--- src/rtl/ob_cmd_mux.sv ---
// N-channel command front-end for the order book: per-client command FIFOs merged
// round-robin onto one ob port, with responses routed back through an in-order tag FIFO.
package ob_pkg;
  localparam logic [2:0] OP_NOP       = 3'd0;
  localparam logic [2:0] OP_BUY       = 3'd1;
  localparam logic [2:0] OP_SELL      = 3'd2;
  localparam logic [2:0] OP_CANCEL    = 3'd3;
  localparam logic [2:0] OP_QRYBIDASK = 3'd4;

  typedef struct packed {
    logic [2:0]  opcode;
    logic [7:0]  uid;
    logic [15:0] price;
    logic [7:0]  qty;
  } cmd_t;

  typedef struct packed {
    logic [7:0]  uid;
    logic [1:0]  status;
    logic [15:0] data;
  } rsp_t;
endpackage

module ob_cmd_mux #(
  parameter int unsigned N_CH      = 4,
  parameter int unsigned DEPTH     = 4,
  parameter int unsigned TAG_DEPTH = 16,
  parameter int unsigned CMD_W     = $bits(ob_pkg::cmd_t),
  parameter int unsigned RSP_W     = $bits(ob_pkg::rsp_t)
) (
  input  logic                           clk,
  input  logic                           rst,
  input  logic [N_CH-1:0]                in_cmd_vld,
  input  logic [N_CH*CMD_W-1:0]          in_cmd,
  output logic [N_CH-1:0]                in_cmd_full_r,
  output logic                           cmd_vld_r,
  output logic [CMD_W-1:0]               cmd_r,
  input  logic                           cmd_full_r,
  input  logic                           rsp_vld,
  input  logic [RSP_W-1:0]               rsp,
  output logic                           rsp_accept,
  output logic [N_CH-1:0]                out_rsp_vld,
  output logic [RSP_W-1:0]               out_rsp,
  input  logic [N_CH-1:0]                out_rsp_accept,
  output logic [$clog2(TAG_DEPTH+1)-1:0] outstanding_r,
  output logic [N_CH-1:0]                err_ovf_r,
  output logic                           err_spur_r
);
  localparam int unsigned CH_W   = $clog2(N_CH);
  localparam int unsigned PTR_W  = $clog2(DEPTH);
  localparam int unsigned CNT_W  = $clog2(DEPTH + 1);
  localparam int unsigned TPTR_W = $clog2(TAG_DEPTH);
  localparam int unsigned OUT_W  = $clog2(TAG_DEPTH + 1);

  logic [CMD_W-1:0] mem     [N_CH][DEPTH];
  logic [PTR_W-1:0] rd_ptr  [N_CH];
  logic [PTR_W-1:0] wr_ptr  [N_CH];
  logic [CNT_W-1:0] cnt     [N_CH];
  logic [CNT_W-1:0] cnt_nxt [N_CH];
  logic [N_CH-1:0]  push, pop, nonempty;
  logic [CH_W-1:0]  rr_ptr, grant;
  logic             issue;

  logic [CH_W-1:0]   tag_mem [TAG_DEPTH];
  logic [TPTR_W-1:0] tag_rd, tag_wr;
  logic [CH_W-1:0]   head;
  logic              tag_empty, tag_full, tag_pop;

  // Per-channel push/pop strobes and next occupancy
  always_comb begin
    for (int i = 0; i < N_CH; i++) begin
      nonempty[i] = (cnt[i] != '0);
      push[i]     = in_cmd_vld[i] & ~in_cmd_full_r[i];
      case ({push[i], pop[i]})
        2'b10:   cnt_nxt[i] = cnt[i] + 1'b1;
        2'b01:   cnt_nxt[i] = cnt[i] - 1'b1;
        default: cnt_nxt[i] = cnt[i];
      endcase
    end
  end

  // Round-robin grant: first non-empty channel at or after rr_ptr
  always_comb begin
    logic            found;
    logic [CH_W-1:0] idx;
    found = 1'b0;
    idx   = '0;
    grant = '0;
    for (int k = 0; k < N_CH; k++) begin
      idx = CH_W'((32'(rr_ptr) + 32'(k)) % N_CH);
      if (!found && nonempty[idx]) begin
        grant = idx;
        found = 1'b1;
      end
    end
    issue = (|nonempty) & ~cmd_full_r & ~tag_full;
    pop   = issue ? (N_CH'(1) << grant) : '0;
  end

  always_ff @(posedge clk) begin
    if (!rst) begin
      for (int i = 0; i < N_CH; i++) begin
        rd_ptr[i] <= '0;
        wr_ptr[i] <= '0;
        cnt[i]    <= '0;
      end
      in_cmd_full_r <= '0;
      err_ovf_r     <= '0;
    end else begin
      for (int i = 0; i < N_CH; i++) begin
        if (push[i]) wr_ptr[i] <= wr_ptr[i] + 1'b1;
        if (pop[i])  rd_ptr[i] <= rd_ptr[i] + 1'b1;
        cnt[i]           <= cnt_nxt[i];
        in_cmd_full_r[i] <= (cnt_nxt[i] == CNT_W'(DEPTH));
        if (in_cmd_vld[i] & in_cmd_full_r[i]) err_ovf_r[i] <= 1'b1;
      end
    end
  end

  // FIFO storage carries no reset; pointers alone define validity
  always_ff @(posedge clk) begin
    for (int i = 0; i < N_CH; i++) begin
      if (push[i]) mem[i][wr_ptr[i]] <= in_cmd[i*CMD_W +: CMD_W];
    end
    if (issue) tag_mem[tag_wr] <= grant;
  end

  always_ff @(posedge clk) begin
    if (!rst) begin
      cmd_vld_r <= 1'b0;
      cmd_r     <= '0;
      rr_ptr    <= '0;
    end else begin
      cmd_vld_r <= issue;
      if (issue) begin
        cmd_r  <= mem[grant][rd_ptr[grant]];
        rr_ptr <= (grant == CH_W'(N_CH - 1)) ? '0 : grant + 1'b1;
      end
    end
  end

  // Response routing to the channel owning the oldest outstanding command
  always_comb begin
    tag_empty   = (outstanding_r == '0);
    tag_full    = (outstanding_r == OUT_W'(TAG_DEPTH));
    head        = tag_mem[tag_rd];
    rsp_accept  = tag_empty | out_rsp_accept[head];
    tag_pop     = rsp_vld & rsp_accept & ~tag_empty;
    out_rsp_vld = (rsp_vld & ~tag_empty) ? (N_CH'(1) << head) : '0;
    out_rsp     = rsp;
  end

  always_ff @(posedge clk) begin
    if (!rst) begin
      tag_rd        <= '0;
      tag_wr        <= '0;
      outstanding_r <= '0;
      err_spur_r    <= 1'b0;
    end else begin
      if (issue)   tag_wr <= tag_wr + 1'b1;
      if (tag_pop) tag_rd <= tag_rd + 1'b1;
      case ({issue, tag_pop})
        2'b10:   outstanding_r <= outstanding_r + 1'b1;
        2'b01:   outstanding_r <= outstanding_r - 1'b1;
        default: outstanding_r <= outstanding_r;
      endcase
      if (rsp_vld & tag_empty) err_spur_r <= 1'b1;
    end
  end
endmodule

--- config.mk ---
export PLATFORM = sky130hd
export DESIGN_NAME = ob_cmd_mux
export DESIGN_NICKNAME = d
export VERILOG_FILES = /design/src/rtl/ob_cmd_mux.sv
export SDC_FILE = /design/constraint.sdc
export NUM_CORES = 1
export LEC_CHECK = 0
export ABC_CLOCK_PERIOD_IN_PS = 10400
export BUFFER_PORTS_ARGS = -buffer_cell sky130_fd_sc_hd__buf_2
export CAP_MARGIN = 20
export CELL_PAD_IN_SITES_DETAIL_PLACEMENT = 1
export CELL_PAD_IN_SITES_GLOBAL_PLACEMENT = 2
export CORE_AREA = 2 2 254 256
export DETAILED_ROUTE_END_ITERATION = 8
export DIE_AREA = 0 0 256 258
export GPL_TIMING_DRIVEN = 0
export HOLD_SLACK_MARGIN = 0.03
export MAX_ROUTING_LAYER = met4
export PLACE_DENSITY = 0.86
export SLEW_MARGIN = 20
export SYNTH_ARGS = -nofsm -noshare
export SYNTH_HDL_FRONTEND = slang
export SYNTH_SLANG_ARGS = --single-unit
--- constraint.sdc ---
create_clock -name clk -period 10.4 [get_ports clk]
set_input_delay 1.04 -clock clk [delete_from_list [all_inputs] [get_ports clk]]
set_output_delay 1.04 -clock clk [all_outputs]
set_load 0.01 [all_outputs]
Word-level counts from Yosys, hierarchy flattened:

Memories as Yosys holds them, arrays and structs flattened. A register that Yosys moved wholly into a read port is not among the register bits.
Cells that the tools add are included.
W data, S select, Z words.

* add/sub/neg operators: 24
* $lt $le $gt $ge: 14
* equal/unequal tests: 16
* shifts and indexed selects: 2
* mux-type cells: 82
* bitwise logic cells: 39
* reduce and logical (&&, ||, !) cells: 17

Operators with widths (number)
* $mux W140: 4
* $demux W35 S2: 4
* $mux W35: 6
* $bmux W35 S2: 1
* $mux W1: 36
* $mux W2: 13
* $pmux W3 S2: 4
* $add A2 B1 Y2 const B: 10
* $mux W4: 4
* $ge A3 B3 Y1 const B: 5
* $lt A2 B3 Y1 const B: 5
* $not A2 Y3: 5
* $and A1 B1 Y1: 14
* $or A1 B1 Y1: 13
* $add A3 B1 Y3 const B: 4
* $eq A2 B2 Y1 const B: 6
* $eq A3 B3 Y1 const B: 4
* $lt A3 B1 Y1 const B: 4
* $mux W3: 4
* $reduce_bool A3 Y1: 4
* $sub A3 B1 Y3 const B: 4
* $bmux W1 S2: 5
* $eq A2 B1 Y1 const B: 5
* $pmux W5 S2: 1
* other kinds (12): 29

* bits in registers: 60
* RAM bits: 620
* output and inout bits: 81
* logic and storage cells: 211
* memories kept: 5

Memories
* mem: depth 4, width 140, read ports 1, clocked after Yosys merged registers in 0, wr ports 4, line 55 `logic [CMD_W-1:0] mem [N_CH][DEPTH];`
* tag_mem: depth 16, width 2, read ports 1, clocked after Yosys merged registers in 1, wr ports 1, line 64 `logic [CH_W-1:0] tag_mem [TAG_DEPTH];`
* cnt: depth 4, width 3, read ports 4, clocked after Yosys merged registers in 0, wr ports 4, line 58 `logic [CNT_W-1:0] cnt [N_CH];`
* rd_ptr: depth 4, width 2, read ports 5, clocked after Yosys merged registers in 0, wr ports 4, line 56 `logic [PTR_W-1:0] rd_ptr [N_CH];`
* wr_ptr: depth 4, width 2, read ports 4, clocked after Yosys merged registers in 0, wr ports 4, line 57 `logic [PTR_W-1:0] wr_ptr [N_CH];`

Longest topological paths before layout:

Gate-level depths: netlist (run 1).

* word-level depth: 19
* mapped depth: 18
* gate-level depth less buffers: 13

Least setup slack after synthesis (run 1):

No wires, ideal clock.

* path kind: register to register
* from: memory cnt[2][1] (netlist name)
* to: register in_cmd_full_r[1]
* library setup time: 65 ps
* data arrival time: 3648 ps
* slack: 6687 ps
* cell stages (with the launch flop): 17
* clock period less this slack: 3713 ps
* cells stage by stage: dfxtp_1 or3_1 a21o_1 buf_2 o21ai_2 inv_2 buf_2 buf_2 buf_2 nor3_1 ha_1 inv_1 fa_1 xor2_1 or3_1 a21boi_0 nor2b_1

RTL lines
* from (decl): line 58
* to (signal, indexed assignment): line 114 `in_cmd_full_r[i] <= (cnt_nxt[i] == CNT_W'(DEPTH));`
* to (decl): line 35 `output logic [N_CH-1:0] in_cmd_full_r,`

==> results.cfg, run 1 <==
[cells_and_area]
nets = 2523
area_growth_pct = 17.5
layout_commonest_cell = edfxtp_1
final_layout_size_suffix_gt1_share_pct = 18.6
layout_common_cells = 608 x edfxtp_1, 254 x buf_2, 203 x nand2_1, 151 x a21oi_1, 138 x clkbuf_1

[timing]
hold_viol = 0
slew_headroom_pct = 29.6
fmax_mhz = 192
tightest_slew_ns = 1.06
layout_min_cycle_time_ns = 5.20
maxSlewViolCount = 0
final.setup.tns_ns = 0
setup_viol = 0
rsz0062_at_grt = false
finalCritPeriodShare_pct = 50.0
clock-skew-final_ns = 0.0136

[floorplanning]
rows = 93
die_width_um = 256
die_y_um = 258
core_area_um2 = 63600
die-area_um2 = 66000
start_util_pct = 44.5
io_pins = 259

[clock_tree]
clock_sinks = 684
cts_tree = built
post-cts-setup-buffer-count = 0
clockRootBuffer = clkbuf_16
path_clk_slew_ns = 0.06
clk_path_buf_depth = 3
cts_resized = 0
worst_skew_pair.late_latency_ns = 0.63
numCtsBuffers = 73
h-tree-depth = 3
cts_hold_buf = 0

[synth]
yosysUniqueCellTypes = 53
syn_area_per_cell_um2 = 14.2
ys_warn_count = 0
synth_edf_count = 608
synth_seq_cells = 684
yosysSeqAreaShare_pct = 69.8
synth_top_family_by_area = compound AO/OA/AOI/OAI gates
syn_area_um2 = 28300
synth_xor_area_share_pct = 0.680
synth-simple-area-share_pct = 6.16
synth-compound-area-share_pct = 14.9
dominantRegCellSynth = edfxtp_1
syn-instance-count = 1991
muxShareOfSynthArea_pct = 3.36
syn_nets = 2204
synthAdderAreaFrac_pct = 1.68
synth-async-reset-ratio_pct = 0

[global_routing]
first_global_vias = 21000
antenna_found_initial = 11
gr-total-overflow = 0
grt_usage_pct = 30.1
grt_pass1_wl_um = 141000
grt_max_degree = 36

[route]
dr.pass1.iters = 5
vias_per_cell = 6.18
wire_per_inst_um = 30.0
detail-route-antenna-nets = 0
drcViolationCount = 0
via_count = 20000
finalWirelength_um = 97100
drtIter0Drc = 2057

[critical_path]
worst_setup_path_start_kind = register
slowest_stage = a211oi_4
path_cells = or3_1 -> buf_2 -> a211oi_4 -> o21ai_2 -> buf_2 -> buf_4 -> clkbuf_1 -> nor3_1 -> ha_1 -> inv_1 -> fa_1 -> xor2_1 -> or3_1 -> a21boi_0 -> nor2b_1
cp_top_family = simple AND/OR/NAND/NOR gates
worstSetupPathType = register to register
critPathArrivalTime_ns = 5.75
path_buf_inv = 5
cp_max_fo = 10
end_kind = register
critical_path_required_ns = 10.95
r2r-start = cnt[1][1]
critPathLaunch = cnt[1][1]
crit_path_max_incr_delay_ns = 0.62

[place]
port_buffers = 232
dp_hpwl_um = 65100
gp_congestion = 0.874

[hold_path]
hold_path_class = register to register
hold_start = cmd_r[16]

[run]
drv_cap = 0

[outcome]
status = completed
## layer usage
metal	global-route usage (%)	vias up	share of wire [%]
met5	-	-	0
met4	13.8	0	4.3
met3	5.72	246	9.4
met2	48.5	1182	48
met1	37.1	10200	38
li1	-	8365	-
## cell usage after synthesis, types with 13 or more instances
| cell | instances | area [µm²] |
|---|---|---|
| a211oi_1 | 102 | 766 |
| a21oi_1 | 151 | 756 |
| a221oi_1 | 34 | 298 |
| a22oi_1 | 70 | 526 |
| and2_1 | 48 | 300 |
| and3_1 | 13 | 81.3 |
| buf_2 | 22 | 110 |
| buf_4 | 29 | 218 |
| clkbuf_1 | 121 | 454 |
| dfxtp_1 | 76 | 1520 |
| edfxtp_1 | 608 | 18300 |
| ha_1 | 30 | 375 |
| inv_1 | 39 | 146 |
| mux2i_1 | 68 | 681 |
| nand2_1 | 203 | 762 |
| nor2_1 | 16 | 60.1 |
| nor2b_1 | 17 | 106 |
| nor4_1 | 35 | 219 |
| o211a_1 | 102 | 1020 |
| o211ai_1 | 44 | 330 |
| o21ai_0 | 13 | 65.1 |
| o21ai_1 | 35 | 175 |
| xnor2_1 | 14 | 123 |
## through the flow
| stage | setup slack [ns] | instance area (µm²) | utilization, % | instances | hold WS (ns) |
|---|---|---|---|---|---|
| detailed placement | 5.23 | 30900 | 48.5 | 3090 | 0.467 |
| CTS | 5.20 | 33300 | 52.3 | 3223 | 0.481 |
| finish | 5.20 | 33300 | 52.3 | 3230 | 0.473 |
| floorplan | 6.69 | 28300 | - | 1991 | 0.459 |
| global route | 4.92 | 33300 | 52.3 | 3229 | 0.514 |
| global placement | 5.46 | 30600 | 48.0 | 3078 | 0.459 |
## worst paths after layout
| path | to | slack [ns] | cells after the start |
|---|---|---|---|
| setup reg to reg | in_cmd_full_r[2] | 5.20 | 15 |
| hold / removal | cmd_r[16] | 0.47 | 2 |
| setup / recovery | in_cmd_full_r[2] | 5.20 | 15 |
| hold reg to reg | cmd_r[16] | 0.47 | 2 |
## flip-flops by register name, indices dropped and copies added (netlist names), 5 cells and up, named ones only
name / flops
wr_ptr: 8
outstanding_r: 5
mem: 560
cnt: 12
cmd_r: 35
tag_mem: 32
rd_ptr: 8
## worst min-delay path: cells and delay by family, from the launching register on
kind            cells  cell delay [ns]
flops               1             0.32
simple gates        1             0.05
compound gates      1             0.06
## area by class of cell
cell class | count | area (µm²)
diodes | 7 | 17.5
plain buffers | 182 | 821
clock buffers | 102 | 2090
clock inverters | 31 | 302
fillers | 6319 | 30400
inverters | 42 | 158
multi-input cells | 1083 | 7610
flip-flops and latches | 684 | 19800
well taps | 855 | 1070
repair buffers | 244 | 1430
## kinds of logic (layout without fill, tap and decap cells)
group,after synthesis,count (layout)
adders and majority gates,35,35
muxes,81,81
AOI/OAI and AO/OA,580,580
and+or+nand+nor,365,365
xor gates and xnor gates,22,22
other,0,7
DFF,684,684
buffers and inverters,224,601
Power of run 1 is not shown: default switching activity piles up to over one toggle a cycle in this logic, so the estimate is an artifact.
==> run 2, diff against run 1 <==
ABC_CLOCK_PERIOD_IN_PS = 5050   (was 10400)
CORE_AREA = 2 2 263 265   (was 2 2 254 256)
DIE_AREA = 0 0 265 267   (was 0 0 256 258)
PLACE_DENSITY = 0.81   (was 0.86)
clock period = 5.05 ns   (was 10.4 ns; I/O delays follow)
==> results.cfg, run 2 (synthesis results as in run 1) <==
[route]
dr.pass1.iters = 5
detail-route-antenna-nets = 0
vias_per_cell = 6.02
via_count = 19600
finalWirelength_um = 96900
drcViolationCount = 0
wire_per_inst_um = 29.7
drtIter0Drc = 1925

[critical_path]
worst_setup_path_start_kind = register
slowest_stage = buf_2
path_cells = or3_1 -> buf_2 -> a2bb2oi_1 -> buf_2 -> o21ai_2 -> inv_2 -> buf_2 -> buf_2 -> buf_2 -> nor3_2 -> ha_1 -> inv_1 -> fa_1 -> xor2_1 -> or3_1 -> a21boi_0 -> nor2b_1
crit_top_cell = buf_2
cp_top_family = buffers and inverters
critPathArrivalTime_ns = 5.28
r2r-start = cnt[1][0]
r2r_end = in_cmd_full_r[1]
crit_path_max_incr_delay_ns = 0.60
regToRegSetupSlack_ns = 0.33
path_buf_inv = 7
critPathLaunch = cnt[1][0]
critical_path_required_ns = 5.62
end_kind = register
cp_max_fo = 25
worstSetupPathType = register to register
r2r_cells = 17

[floorplanning]
die-area_um2 = 70800
io_pins = 259
rows = 96
die_y_um = 267
die_width_um = 265
core_area_um2 = 68000
start_util_pct = 41.7

[timing]
final.setup.tns_ns = 0
hold_viol = 0
tightest_slew_ns = 1.11
fmax_mhz = 212
finalCritPeriodShare_pct = 93.4
maxSlewViolCount = 0
clock-skew-final_ns = 0.0331
layout_min_cycle_time_ns = 4.72
whs_ns = 0.0856
rsz0062_at_grt = false
slew_headroom_pct = 26.0
setup_viol = 0

[clock_tree]
clock_sinks = 684
cts_tree = built
clockRootBuffer = clkbuf_16
clk_path_buf_depth = 3
numCtsBuffers = 73
cts_hold_buf = 0
path_clk_slew_ns = 0.07
worst_skew_pair.late_latency_ns = 0.65
h-tree-depth = 3

[cells_and_area]
largest_register_ffs = 560
seqCellArea_um2 = 19800
layout_commonest_cell = edfxtp_1
nets = 2521
area_growth_pct = 17.8
final_layout_size_suffix_gt1_share_pct = 18.9
utilization_pct = 49.1
fillers = 6777
layout_common_cells = 608 x edfxtp_1, 255 x buf_2, 203 x nand2_1, 151 x a21oi_1, 134 x clkbuf_1
multiInputGateArea_um2 = 7620

[global_routing]
grt_pass1_wl_um = 139000
antenna_found_initial = 9
grt_usage_pct = 28.0
grt_max_degree = 36
first_global_vias = 20800
gr-total-overflow = 0

[hold_path]
min_path_cells = 1
hold_path_class = input port to register
min_to = mem[0][139]
hold_start = in_cmd[34]

[outcome]
status = completed

[place]
port_buffers = 232
dp_hpwl_um = 65500
gp_congestion = 0.846

[run]
drv_cap = 0
## run 2: cell types whose count changed in the layout (fill, tap and decap cells not counted), sizes merged
cell / before / now
clkinv: 23 / 19
bufinv: 6 / 9
clkbuf: 223 / 221
clkinvlp: 0 / 1
diode: 7 / 8
inv: 44 / 45
## run 2: worst register-to-register path, cell delays in order (launching register included)
cell	delay [ns]
dfxtp_1	0.35
or3_1	0.37
buf_2	0.18
a2bb2oi_1	0.23
buf_2	0.39
o21ai_2	0.23
inv_2	0.13
buf_2	0.28
buf_2	0.39
buf_2	0.60
nor3_2	0.17
ha_1	0.30
inv_1	0.09
fa_1	0.19
xor2_1	0.09
or3_1	0.31
a21boi_0	0.20
nor2b_1	0.15
## run 2: area by class of cell
| type | count | area share, % |
|---|---|---|
| Sequential cell | 684 | 59.2 |
| Multi-Input combinational cell | 1083 | 22.8 |
| Clock buffer | 102 | 6.25 |
| Timing Repair Buffer | 243 | 4.11 |
| Tap cell | 882 | 3.31 |
| Buffer | 181 | 2.45 |
| Clock inverter | 32 | 1.29 |
| Inverter | 42 | 0.472 |
| Antenna cell | 8 | 0.0600 |
## run 2: worst max path at each step
stage | to | slack [ns] | cells after the start
finish | in_cmd_full_r[1] | 0.33 | 17
detailed placement | in_cmd_full_r[2] | 0.01 | 15
global placement | in_cmd_full_r[2] | 0.11 | 15
global route | in_cmd_full_r[1] | 0.06 | 17
floorplan | in_cmd_full_r[1] | 1.34 | 16
CTS | in_cmd_full_r[2] | 0.01 | 15
## run 2: metal layers
metal  vias up  track usage, %  part of all wire, %
met2       968            45.8                   49
li1       8354               -                    -
met5         -               -                    0
met4         0            10.6                  3.2
met1     10100            34.5                   40
met3       183            5.61                  8.1
## run 2: stage by stage
step           setup WS [ns]  std cells  area, µm²
4_1_cts               0.0101       3248      33300
3_5_place_dp          0.0136       3114      30800
2_1_floorplan           1.34       1991      28300
5_1_grt               0.0579       3257      33400
6_report               0.334       3257      33400
3_3_place_gp           0.108       3105      30600
## run 2: repair_timing
| action | 4_1_cts | 5_1_grt |
|---|---|---|
| buffers inserted | 0 | 2 |
| endpoints found under the setup margin | 0 | 6 |
| resized for setup | 0 | 3 |
| endpoints found under the hold margin | 0 | 0 |
Power of run 2 is left out for the same reason.
